$ cat src/rtl/spi_pkg.sv
// Shared types and helpers for the parametrised SPI slave.
package spi_pkg;

    typedef enum logic [2:0] {
        IDLE,
        CHK_CMD,
        WRITE,
        READ_ADD,
        READ_DATA,
        TX_WAIT,
        TX_SHIFT,
        FRAME_END
    } state_e;

    typedef enum logic [1:0] {
        WR_ADDR = 2'b00,
        WR_DATA = 2'b01,
        RD_ADDR = 2'b10,
        RD_DATA = 2'b11
    } cmd_e;

    // Frame carries two command bits ahead of the payload.
    function automatic int unsigned frame_w(input int unsigned data_w);
        return data_w + 2;
    endfunction

endpackage

$ cat src/rtl/spi_slave_param_if.sv
// SPI pins plus rx/tx handshakes and error pulses of the SPI slave.
interface spi_slave_param_if #(
    parameter int unsigned DATA_W = 8
);
    localparam int unsigned FRAME_W = spi_pkg::frame_w(DATA_W);

    logic               SS_n;
    logic               MOSI;
    logic               MISO;
    logic [FRAME_W-1:0] rx_data;
    logic               rx_valid;
    logic               rx_ready;
    logic [DATA_W-1:0]  tx_data;
    logic               tx_valid;
    logic               tx_ready;
    logic               frame_err;
    logic               overrun;

    modport slave (
        input  SS_n, MOSI, rx_ready, tx_data, tx_valid,
        output MISO, rx_data, rx_valid, tx_ready, frame_err, overrun
    );

    modport master (
        output SS_n, MOSI, rx_ready, tx_data, tx_valid,
        input  MISO, rx_data, rx_valid, tx_ready, frame_err, overrun
    );

endinterface

$ cat src/rtl/spi_tx_serializer.sv
// MSB-first read-data serializer; MISO is registered and idles at 0.
module spi_tx_serializer #(
    parameter int unsigned DATA_W = 8
) (
    input  logic              clk,
    input  logic              rst_n,
    input  logic              load,
    input  logic              clear,
    input  logic [DATA_W-1:0] data,
    output logic              miso,
    output logic              busy,
    output logic              done
);
    localparam int unsigned CNT_W = $clog2(DATA_W + 1);

    logic [DATA_W-1:0] shift_q;
    logic [CNT_W-1:0]  left_q;
    logic              busy_q;
    logic              miso_q;

    always_ff @(posedge clk) begin
        if (!rst_n || clear) begin
            shift_q <= '0;
            left_q  <= '0;
            busy_q  <= 1'b0;
            miso_q  <= 1'b0;
        end else if (load) begin
            // MSB goes out immediately; the remaining bits queue up behind it.
            miso_q  <= data[DATA_W-1];
            shift_q <= data << 1;
            left_q  <= CNT_W'(DATA_W - 1);
            busy_q  <= 1'b1;
        end else if (busy_q) begin
            if (left_q == '0) begin
                miso_q <= 1'b0;
                busy_q <= 1'b0;
            end else begin
                miso_q  <= shift_q[DATA_W-1];
                shift_q <= shift_q << 1;
                left_q  <= left_q - 1'b1;
            end
        end
    end

    assign miso = miso_q;
    assign busy = busy_q;
    assign done = busy_q && (left_q == '0);

endmodule

$ cat src/rtl/spi_slave_param.sv
// SPI slave: frame deserialiser, rx/tx handshakes, read timeout and error pulses.
module spi_slave_param
    import spi_pkg::*;
#(
    parameter int unsigned DATA_W     = 8,
    parameter int unsigned TX_TIMEOUT = 16
) (
    input  logic              clk,
    input  logic              rst_n,
    spi_slave_param_if.slave  bus
);
    localparam int unsigned FRAME_W = frame_w(DATA_W);
    localparam int unsigned CNT_W   = $clog2(FRAME_W + 1);
    localparam int unsigned TMO_W   = $clog2(TX_TIMEOUT + 1);
    localparam logic [CNT_W-1:0] CNT_LOAD  = CNT_W'(FRAME_W);
    localparam logic [TMO_W-1:0] TMO_LIMIT = TMO_W'(TX_TIMEOUT);

    state_e             state_q;
    logic [CNT_W-1:0]   bit_cnt_q;
    logic [TMO_W-1:0]   tmo_cnt_q;
    logic [FRAME_W-1:0] shift_q;
    logic [FRAME_W-1:0] rx_data_q;
    logic               rx_valid_q;
    logic               addr_seen_q;
    logic               frame_err_q;
    logic               overrun_q;

    logic tx_accept;
    logic ser_clear;
    logic ser_busy;
    logic ser_done;

    // Abort has priority over a same-cycle tx_valid.
    assign tx_accept = (state_q == TX_WAIT) && !bus.SS_n && bus.tx_valid && !ser_busy;
    assign ser_clear = (state_q == TX_SHIFT) && bus.SS_n;

    spi_tx_serializer #(
        .DATA_W (DATA_W)
    ) u_tx_ser (
        .clk   (clk),
        .rst_n (rst_n),
        .load  (tx_accept),
        .clear (ser_clear),
        .data  (bus.tx_data),
        .miso  (bus.MISO),
        .busy  (ser_busy),
        .done  (ser_done)
    );

    always_ff @(posedge clk) begin
        if (!rst_n) begin
            state_q     <= IDLE;
            bit_cnt_q   <= '0;
            tmo_cnt_q   <= '0;
            shift_q     <= '0;
            rx_data_q   <= '0;
            rx_valid_q  <= 1'b0;
            addr_seen_q <= 1'b0;
            frame_err_q <= 1'b0;
            overrun_q   <= 1'b0;
        end else begin
            frame_err_q <= 1'b0;
            overrun_q   <= 1'b0;
            if (rx_valid_q && bus.rx_ready) begin
                rx_valid_q <= 1'b0;
            end

            unique case (state_q)
                IDLE: begin
                    if (!bus.SS_n) begin
                        state_q <= CHK_CMD;
                    end
                end

                CHK_CMD: begin
                    if (bus.SS_n) begin
                        state_q     <= IDLE;
                        frame_err_q <= 1'b1;
                    end else begin
                        bit_cnt_q <= CNT_LOAD;
                        shift_q   <= '0;
                        if (!bus.MOSI) begin
                            state_q <= WRITE;
                        end else if (addr_seen_q) begin
                            state_q <= READ_DATA;
                        end else begin
                            state_q <= READ_ADD;
                        end
                    end
                end

                WRITE, READ_ADD, READ_DATA: begin
                    if (bit_cnt_q == '0) begin
                        // Frame complete: this wins over a simultaneous SS_n release.
                        if (rx_valid_q) begin
                            overrun_q <= 1'b1;
                        end else begin
                            rx_data_q  <= shift_q;
                            rx_valid_q <= 1'b1;
                        end
                        if (state_q == READ_ADD) begin
                            addr_seen_q <= 1'b1;
                        end
                        if (bus.SS_n) begin
                            state_q <= IDLE;
                        end else if (state_q == READ_DATA) begin
                            state_q   <= TX_WAIT;
                            tmo_cnt_q <= '0;
                        end else begin
                            state_q <= FRAME_END;
                        end
                    end else if (bus.SS_n) begin
                        state_q     <= IDLE;
                        shift_q     <= '0;
                        frame_err_q <= 1'b1;
                    end else begin
                        shift_q   <= {shift_q[FRAME_W-2:0], bus.MOSI};
                        bit_cnt_q <= bit_cnt_q - 1'b1;
                    end
                end

                TX_WAIT: begin
                    if (bus.SS_n) begin
                        state_q     <= IDLE;
                        frame_err_q <= 1'b1;
                    end else if (tx_accept) begin
                        addr_seen_q <= 1'b0;
                        state_q     <= TX_SHIFT;
                    end else begin
                        tmo_cnt_q <= tmo_cnt_q + 1'b1;
                        if (tmo_cnt_q == TMO_LIMIT - 1'b1) begin
                            state_q     <= FRAME_END;
                            frame_err_q <= 1'b1;
                        end
                    end
                end

                TX_SHIFT: begin
                    if (bus.SS_n) begin
                        state_q     <= IDLE;
                        frame_err_q <= 1'b1;
                    end else if (ser_done) begin
                        state_q <= FRAME_END;
                    end
                end

                FRAME_END: begin
                    if (bus.SS_n) begin
                        state_q <= IDLE;
                    end
                end

                default: state_q <= IDLE;
            endcase
        end
    end

    assign bus.rx_data   = rx_data_q;
    assign bus.rx_valid  = rx_valid_q;
    assign bus.tx_ready  = tx_accept;
    assign bus.frame_err = frame_err_q;
    assign bus.overrun   = overrun_q;

endmodule

$ cat src/flat_wrapper.sv
// flat-port wrapper written by rule: the top's interface ports become plain ports
module spi_slave_param_flat import spi_pkg::*;
#(
    parameter int unsigned DATA_W     = 8,
    parameter int unsigned TX_TIMEOUT = 16
)
  (clk, rst_n, bus_SS_n, bus_MOSI, bus_rx_ready, bus_tx_data, bus_tx_valid, bus_MISO, bus_rx_data, bus_rx_valid, bus_tx_ready, bus_frame_err, bus_overrun);
  spi_slave_param_if #(.DATA_W(DATA_W)) bus_i ();
  input  logic clk;
  input  logic rst_n;
  input wire logic [$bits(bus_i.SS_n)-1:0] bus_SS_n;
  input wire logic [$bits(bus_i.MOSI)-1:0] bus_MOSI;
  input wire logic [$bits(bus_i.rx_ready)-1:0] bus_rx_ready;
  input wire logic [$bits(bus_i.tx_data)-1:0] bus_tx_data;
  input wire logic [$bits(bus_i.tx_valid)-1:0] bus_tx_valid;
  output wire logic [$bits(bus_i.MISO)-1:0] bus_MISO;
  output wire logic [$bits(bus_i.rx_data)-1:0] bus_rx_data;
  output wire logic [$bits(bus_i.rx_valid)-1:0] bus_rx_valid;
  output wire logic [$bits(bus_i.tx_ready)-1:0] bus_tx_ready;
  output wire logic [$bits(bus_i.frame_err)-1:0] bus_frame_err;
  output wire logic [$bits(bus_i.overrun)-1:0] bus_overrun;
  assign bus_i.SS_n = bus_SS_n;
  assign bus_i.MOSI = bus_MOSI;
  assign bus_i.rx_ready = bus_rx_ready;
  assign bus_i.tx_data = bus_tx_data;
  assign bus_i.tx_valid = bus_tx_valid;
  assign bus_MISO = bus_i.MISO;
  assign bus_rx_data = bus_i.rx_data;
  assign bus_rx_valid = bus_i.rx_valid;
  assign bus_tx_ready = bus_i.tx_ready;
  assign bus_frame_err = bus_i.frame_err;
  assign bus_overrun = bus_i.overrun;
  spi_slave_param #(.DATA_W(DATA_W), .TX_TIMEOUT(TX_TIMEOUT)) u_core (.clk(clk), .rst_n(rst_n), .bus(bus_i));
endmodule
$ cat config.mk
export PLATFORM = sky130hd
export DESIGN_NAME = spi_slave_param_flat
export DESIGN_NICKNAME = d
export VERILOG_FILES = /design/src/rtl/spi_pkg.sv /design/src/rtl/spi_slave_param_if.sv /design/src/rtl/spi_tx_serializer.sv /design/src/rtl/spi_slave_param.sv /design/src/flat_wrapper.sv
export SDC_FILE = /design/constraint.sdc
export NUM_CORES = 1
export LEC_CHECK = 0
export ABC_AREA = 1
export CELL_PAD_IN_SITES_DETAIL_PLACEMENT = 1
export CELL_PAD_IN_SITES_GLOBAL_PLACEMENT = 2
export CORE_UTILIZATION = 24
export CTS_BUF_LIST = sky130_fd_sc_hd__clkbuf_8 sky130_fd_sc_hd__clkbuf_16
export DETAILED_ROUTE_END_ITERATION = 7
export PLACE_DENSITY = 0.73
export RECOVER_POWER = 25
export SLEW_MARGIN = 0
export SYNTH_ARGS = -nofsm -noshare
export SYNTH_HDL_FRONTEND = slang
export SYNTH_HIERARCHICAL = 1
export SYNTH_SLANG_ARGS = --single-unit
$ cat constraint.sdc
create_clock -name clk -period 4.5 [get_ports clk]
set_input_delay 0.45 -clock clk [delete_from_list [all_inputs] [get_ports clk]]
set_output_delay 0.45 -clock clk [all_outputs]
set_load 0.05 [all_outputs]
==> impl_metrics.ini, run 1 <==
[run_status]
status = completed

[die]
die_x_um = 103
fp-row-count = 36
core_area_um2 = 9860
die_h_um = 103
ioPinCount = 29
start_util_pct = 24.9
fp.dieArea_um2 = 10700

[sta]
rsz0062_at_grt = false
finClkSkew_ps = 6.58
worst_slew_margin_rel_pct = 21.0
hold_viol = 0
tns_ps = 0
fin_crit_sh_pct = 74.6
hold_ws_ps = 460
drv_slew = 0
tightest_slew_ps = 1180
timing.fmax_mhz = 298
setup_viol_count_final = 0
layout_setup_ws_ps = 1140
post-route-min-period_ps = 3360

[synthesis]
ys_ff_latch = 49
netlist_instances = 353
synth_nets = 372
yosysWarnings = 6
netlist_area_um2 = 2460
ys_types = 28
ys_seq_area_share_pct = 39.9
synth_area_per_cell_um2 = 6.97

[layout]
drive_gt1_share_pct = 8.92
final_cell_mix = 87 x nand2_1, 49 x dfxtp_1, 45 x inv_1
final_common_cell = nand2_1
fin_util_pct = 29.7
antenna_cells = 0
nNetsFinal = 399
area_growth_pct = 19.2
fin_cells = 514

[routing]
wl_um = 6070
first_iter_violations = 47
dr.pass1.iters = 4
detail-route-antenna-nets = 0
vias = 2233
via_per_inst = 4.34
wire_per_inst_um = 11.8
drcViolationCount = 0

[setup_path]
critPathLaunchType = input port
end_kind = output port
cp_data_arrival_time_ps = 2910
cp_max_fo = 14
worst-r2r-cell-count = 11
worstReg2RegEnd = u_core/shift_q[4]$_SDFFE_PN0P_
critPathLaunch = bus_SS_n
r2r-start = u_core/bit_cnt_q[0]$_SDFFE_PN0P_
critPathKind = input port to output port
worstPathRequired_ps = 4050
rrSetupSlack_ps = 2130

[clocking]
worstSkewPairLatency_ps = 310
root_buffer = clkbuf_8
htree_levels = 2
path_clk_slew_ps = 90
cts.sinks = 49
ctsResizeCount = 0
hold_buffers = 0
cts_buffers = 5
cts_buffer_depth = 2
cts_tree = done
postCtsSetupRepairBufs = 0

[placed_design]
hpwl_um = 4540
port_buffers = 28
preCtsSetupSlack_ps = 1300
gp_congestion = 0.777
dp.cells = 506

[power]
ir_drop_v = 0.000278
power_density_nw_per_um2 = 497
p_leak_nw = 1.26

[grt]
track_usage_pct = 12.5
grt_max_degree = 27
grt_pass1_wl_um = 10500
overflow = 0
antenna_found_initial = 0
grt_pass1_vias = 2283

[min_path]
hold_depth = 2
min_path_type = flop to flop
min_to = u_core/u_tx_ser/miso$_SDFFE_PP0P_
hold_path_startpoint = u_core/u_tx_ser/shift_q[7]$_SDFFE_PP0P_

[run]
drv_cap = 0
==> sequential cells by signal, indices dropped and copies added, names as in the netlist <==
name,flops
u_core/bus.rx_data,10
u_core/shift_q,10
u_core/u_tx_ser/shift_q,7
u_core/tmo_cnt_q,5
u_core/bit_cnt_q,4
u_core/u_tx_ser/left_q,4
u_core/state_q,3
u_core/addr_seen_q,1
u_core/bus.frame_err,1
u_core/bus.overrun,1
u_core/bus.rx_valid,1
u_core/u_tx_ser/busy,1
u_core/u_tx_ser/miso,1
==> synth_stat cells, drive strengths merged <==
cell | instances | share of area [%]
nand2 | 98 | 17
dfxtp | 49 | 40
inv | 48 | 7.4
nor2 | 39 | 7.6
a21oi | 38 | 7.7
nand3 | 29 | 6.3
o21ai | 24 | 5.5
buf | 6 | 1.7
ha | 5 | 2.5
clkbuf | 4 | 0.61
nand4 | 4 | 1.0
nor3 | 3 | 0.61
a31oi | 2 | 0.51
nand3b | 2 | 0.61
o22ai | 1 | 0.25
xor2 | 1 | 0.36
==> report_power, final <==
| group | internal (mW) | leakage, nW | total [mW] | switching [mW] |
|---|---|---|---|---|
| logic | 0.193 | 0.815 | 0.597 | 0.403 |
| clock network | 0.127 | 0.0478 | 0.286 | 0.159 |
| registers | 0.519 | 0.398 | 0.574 | 0.0551 |
==> stage by stage <==
| stage | power, mW | instance area [um2] |
|---|---|---|
| floorplan | 1.03 | 2460 |
| global placement | 1.20 | 2870 |
| detailed placement | 1.20 | 2870 |
| CTS | 1.50 | 2970 |
| global route | 1.57 | 2930 |
| finish | 1.46 | 2930 |
==> cells by family after synthesis <==
logic type	Yosys count	share of synthesized area (%)
fa+ha+maj	5	2.54
xor+xnor	1	0.356
flops	49	39.9
buf+inv	58	9.71
simple gates	175	33.6
compound gates	65	14.0
==> final cells by class <==
cell class | instances | area, um2
timing repair buffer | 30 | 295
tap | 133 | 166
fill | 1229 | 6930
clock buffer | 6 | 82.6
sequential | 49 | 981
clock inverter | 2 | 16.3
multi-input combinational | 246 | 1210
inverter | 48 | 183
==> critical path: stages <==
cell,delay [ps]
dlygate4sd3_1,670
nor2_1,230
nand3_1,250
inv_1,410
clkdlybuf4s50_1,890
==> worst max path at each step <==
| stage | end | slack [ps] | cells after the start |
|---|---|---|---|
| 2_1_floorplan | u_core/u_tx_ser/shift_q[6]$_SDFFE_PP0P_ | 2580 | 8 |
| 3_3_place_gp | bus_tx_ready | 1370 | 5 |
| 3_5_place_dp | bus_tx_ready | 1300 | 5 |
| 4_1_cts | bus_tx_ready | 1300 | 5 |
| 5_1_grt | bus_tx_ready | 920 | 5 |
| 6_report | bus_tx_ready | 1140 | 5 |
==> metal layers <==
metal / share of wire [%] / wire length [um] / GRT usage [%]
met5: 0 / 0 / 0
met4: 0.38 / 23 / 2.93
met3: 3.3 / 203 / 2.62
met2: 47 / 2830 / 22.5
met1: 50 / 3010 / 15.3
(Power assumes the default switching activity.)
==> run 2, diff against run 1 <==
==> constraint.sdc (replaced) <==
create_clock -name clk -period 3.18 [get_ports clk]
set_input_delay 0.318 -clock clk [delete_from_list [all_inputs] [get_ports clk]]
set_output_delay 0.318 -clock clk [all_outputs]
set_load 0.05 [all_outputs]
==> impl_metrics.ini, run 2 (synthesis results as in run 1) <==
[clocking]
htree_levels = 2
hold_buffers = 0
postCtsSetupRepairBufs = 0
ctsResizeCount = 0
root_buffer = clkbuf_8
worstSkewPairLatency_ps = 310
cts_buffer_depth = 2
cts_buffers = 5
cts_tree = done
path_clk_slew_ps = 100
cts.sinks = 49

[die]
ioPinCount = 29
die_h_um = 103
core_area_um2 = 9860
die_x_um = 103
fp-row-count = 36
start_util_pct = 24.9
fp.dieArea_um2 = 10700

[sta]
setup_viol_count_final = 0
rsz0062_at_grt = false
finClkSkew_ps = 9.16
hold_ws_ps = 464
fin_crit_sh_pct = 73.8
hold_viol = 0
timing.fmax_mhz = 426
post-route-min-period_ps = 2350
tightest_slew_ps = 508
drv_slew = 0
tns_ps = 0
worst_slew_margin_rel_pct = 66.0

[min_path]
hold_depth = 2
hold_path_startpoint = u_core/shift_q[9]$_SDFFE_PN0P_
min_path_type = flop to flop

[run]
drv_cap = 0

[setup_path]
crit_family = buffers and inverters
worstPathRequired_ps = 2860
cp_max_fo = 14
critPathKind = input port to output port
cp_cell_sequence = clkdlybuf4s50_1 > nor2_2 > nand3_2 > inv_1 > buf_4
end_kind = output port
rrSetupSlack_ps = 1220
path_depth = 5
r2r-start = u_core/state_q[2]$_SDFFE_PN0P_
cp.buffers_inverters = 3
critPathLaunchType = input port
crit_slowest_cell = clkdlybuf4s50_1
cp_data_arrival_time_ps = 2030
critPathLaunch = bus_SS_n
worst-r2r-cell-count = 9
cpPeakStageDelay_ps = 590

[placed_design]
dp.cells = 506
port_buffers = 28
hpwl_um = 4760
gp_congestion = 0.828
placed_area_um2 = 2860

[routing]
via_per_inst = 4.36
wire_per_inst_um = 12.3
first_iter_violations = 73
vias = 2242
dr.pass1.iters = 4
detail-route-antenna-nets = 0
wl_um = 6320
drcViolationCount = 0

[grt]
track_usage_pct = 13.2
grt_pass1_wl_um = 11200
overflow = 0
antenna_found_initial = 0
grt_pass1_vias = 2379
grt_max_degree = 20

[layout]
fin_cells = 514
final_cell_mix = 89 x nand2_1, 49 x dfxtp_1, 44 x inv_1
drive_gt1_share_pct = 9.71
final_common_cell = nand2_1
antenna_cells = 0
final_area_um2 = 2950
nNetsFinal = 399
area_growth_pct = 19.9

[power]
p_leak_nw = 1.29
power_mw = 2.07
power_density_nw_per_um2 = 702
ir_drop_v = 0.000341

[run_status]
status = completed
-- run 2: cell count changes in the layout (fill, tap and decap cells not counted), moves of 2 or more --
cell | before | now
nand2_2 | 6 | 4
nand2_1 | 87 | 89
clkdlybuf4s50_1 | 27 | 21
nor2_1 | 34 | 32
dlygate4sd3_1 | 1 | 6
-- run 2: metal layers --
layer | vias up | GRT usage, % | part of all wire [%]
met2 | 35 | 23.4 | 47
met1 | 1023 | 16.6 | 49
met3 | 5 | 2.69 | 3.2
met5 | - | 0 | 0
met4 | 0 | 2.60 | 0.66
li1 | 1179 | - | -
-- run 2: per-stage QoR --
step                      setup slack (ps)  utilization [%]
final                                  834             29.9
after global routing                   714             29.9
after CTS                              825             30.0
after detailed placement               780             29.0
after global placement                 884             29.0
after floorplan                       1390                -
-- run 2: worst paths after layout --
kind | to
worst min register to register | u_core/bus.rx_data[9]$_SDFFE_PN0P_
worst max register to register | u_core/u_tx_ser/shift_q[2]$_SDFFE_PP0P_
worst max-delay path | bus_tx_ready
worst min-delay path | u_core/bus.rx_data[9]$_SDFFE_PN0P_
-- run 2: worst min-delay path: stages (launching register included) --
cell and delay, ps:
dfxtp_1 310, inv_1 60, a21oi_1 60
-- run 2: power breakdown --
| group | switching (mW) | internal [mW] |
|---|---|---|
| sequential | 0.0801 | 0.735 |
| clock | 0.223 | 0.180 |
| combinational | 0.579 | 0.273 |
| total | 0.883 | 1.19 |
-- run 2: layout make-up --
type / count / area (um2)
repair buffers: 30 / 293
flip-flops and latches: 49 / 981
inverters: 48 / 183
well taps: 133 / 166
clock buffers: 6 / 82.6
clock inverters: 2 / 16.3
fillers: 1250 / 6910
multi-input cells: 246 / 1230
==> run 3, diff against run 2 <==
==> constraint.sdc (replaced) <==
create_clock -name clk -period 2.4 [get_ports clk]
set_input_delay 0.24 -clock clk [delete_from_list [all_inputs] [get_ports clk]]
set_output_delay 0.24 -clock clk [all_outputs]
set_load 0.05 [all_outputs]
==> impl_metrics.ini, run 3 (synthesis results as in run 1) <==
[routing]
first_iter_violations = 45
vias = 2278
via_per_inst = 4.41
wire_per_inst_um = 11.9
drcViolationCount = 0
wl_um = 6120
detail-route-antenna-nets = 0
dr.pass1.iters = 4

[die]
start_util_pct = 24.9
core_area_um2 = 9860
ioPinCount = 29
fp-row-count = 36
die_x_um = 103
fp.dieArea_um2 = 10700
die_h_um = 103

[layout]
antenna_cells = 0
final_area_um2 = 2960
final_common_cell = nand2_1
area_growth_pct = 20.4
nNetsFinal = 401
drive_gt1_share_pct = 9.66
final_cell_mix = 88 x nand2_1, 49 x dfxtp_1, 45 x inv_1

[run]
drv_cap = 0

[setup_path]
cp_cell_sequence = inv_1 > nor2_2 > nand3_2 > inv_1 > buf_4 > buf_12
rrSetupSlack_ps = 490
cp.buffers_inverters = 4
critPathLaunchType = flop
critPathKind = flop to output port
r2r-start = u_core/bit_cnt_q[0]$_SDFFE_PN0P_
cp_max_fo = 13
worstReg2RegEnd = u_core/bus.rx_data[3]$_SDFFE_PN0P_
cpPeakStageDelay_ps = 480
end_kind = output port
crit_family = buffers and inverters
crit_path_frequent_cell = inv_1
worst-r2r-cell-count = 9
worstPathRequired_ps = 2160
cp_data_arrival_time_ps = 1860
crit_slowest_cell = dfxtp_1

[grt]
antenna_found_initial = 0
grt_pass1_vias = 2335
grt_max_degree = 21
track_usage_pct = 12.5
overflow = 0
grt_pass1_wl_um = 10500

[clocking]
hold_buffers = 0
postCtsSetupRepairBufs = 0
root_buffer = clkbuf_8
cts_buffers = 5
cts_buffer_depth = 2
cts.sinks = 49
ctsResizeCount = 0
htree_levels = 2
path_clk_slew_ps = 100
worstSkewPairLatency_ps = 310
cts_tree = done

[sta]
drv_slew = 0
hold_viol = 0
timing.fmax_mhz = 476
tns_ps = 0
fin_crit_sh_pct = 87.5
post-route-min-period_ps = 2100
tightest_slew_ps = 690
setup_viol_count_final = 0
rsz0062_at_grt = false
worst_slew_margin_rel_pct = 53.8
finClkSkew_ps = 11.1

[run_status]
status = completed

[placed_design]
port_buffers = 28
hpwl_um = 4690
gp_congestion = 0.809
placed_area_um2 = 2890

[power]
ir_drop_v = 0.000474
p_leak_nw = 1.28
power_density_nw_per_um2 = 921

[min_path]
min_to = u_core/u_tx_ser/shift_q[5]$_SDFFE_PP0P_
hold_depth = 2
hold_path_startpoint = u_core/u_tx_ser/shift_q[5]$_SDFFE_PP0P_
min_path_type = flop to flop
[run 3: cell count changes in the layout (fill, tap and decap cells not counted), sizes merged]
cell / delta
dlygate4sd3: -3
clkdlybuf4s50: +3
inv: +1
buf: +1
[run 3: through the flow]
stage          setup WS [ps]  util, %  hold WS [ps]  power (mW)  instances
3_5_place_dp             467     29.3           460        2.26        508
5_1_grt                  119     30.0           491        2.96        516
6_report                 301     30.0           471        2.73        516
3_3_place_gp             525     29.3           451        2.24        508
2_1_floorplan            620        -           354        1.94        353
4_1_cts                  309     30.3           475        2.80        516
[run 3: routing by layer]
| layer | wire length (um) | share of wire [%] | track usage, % |
|---|---|---|---|
| met5 | 0 | 0 | 0 |
| met4 | 80 | 1.3 | 3.47 |
| met3 | 179 | 2.9 | 2.35 |
| met2 | 2930 | 48 | 22.7 |
| met1 | 2930 | 48 | 15.0 |
[run 3: tightest hold or removal path, stage by stage (launching register included)]
cell     delay [ps]
dfxtp_1         310
inv_1            70
o21ai_2          60
[run 3: where the power goes]
group | total [mW] | switching, mW | internal (mW)
registers | 1.08 | 0.105 | 0.973
logic | 1.13 | 0.766 | 0.367
clock network | 0.521 | 0.307 | 0.213
[run 3: worst max-delay path by stage]
stage                              startpoint                                       to  slack, ps  cells after the start
6_report       u_core/state_q[2]$_SDFFE_PN0P_                             bus_tx_ready        300                      6
5_1_grt        u_core/state_q[2]$_SDFFE_PN0P_                             bus_tx_ready        120                      6
4_1_cts        u_core/state_q[2]$_SDFFE_PN0P_                             bus_tx_ready        310                      6
3_5_place_dp                         bus_SS_n  u_core/u_tx_ser/shift_q[1]$_SDFFE_PP0P_        470                      7
3_3_place_gp                         bus_SS_n  u_core/u_tx_ser/shift_q[1]$_SDFFE_PP0P_        520                      7
2_1_floorplan  u_core/state_q[2]$_SDFFE_PN0P_  u_core/u_tx_ser/shift_q[6]$_SDFFE_PP0P_        620                      8
[run 3: layout make-up]
cell class	instances	area, um2
well taps	133	166
repair buffers	32	317
clock buffers	5	68.8
fillers	1222	6900
multi-input cells	246	1220
clock inverters	3	25.0
inverters	48	183
flip-flops and latches	49	981
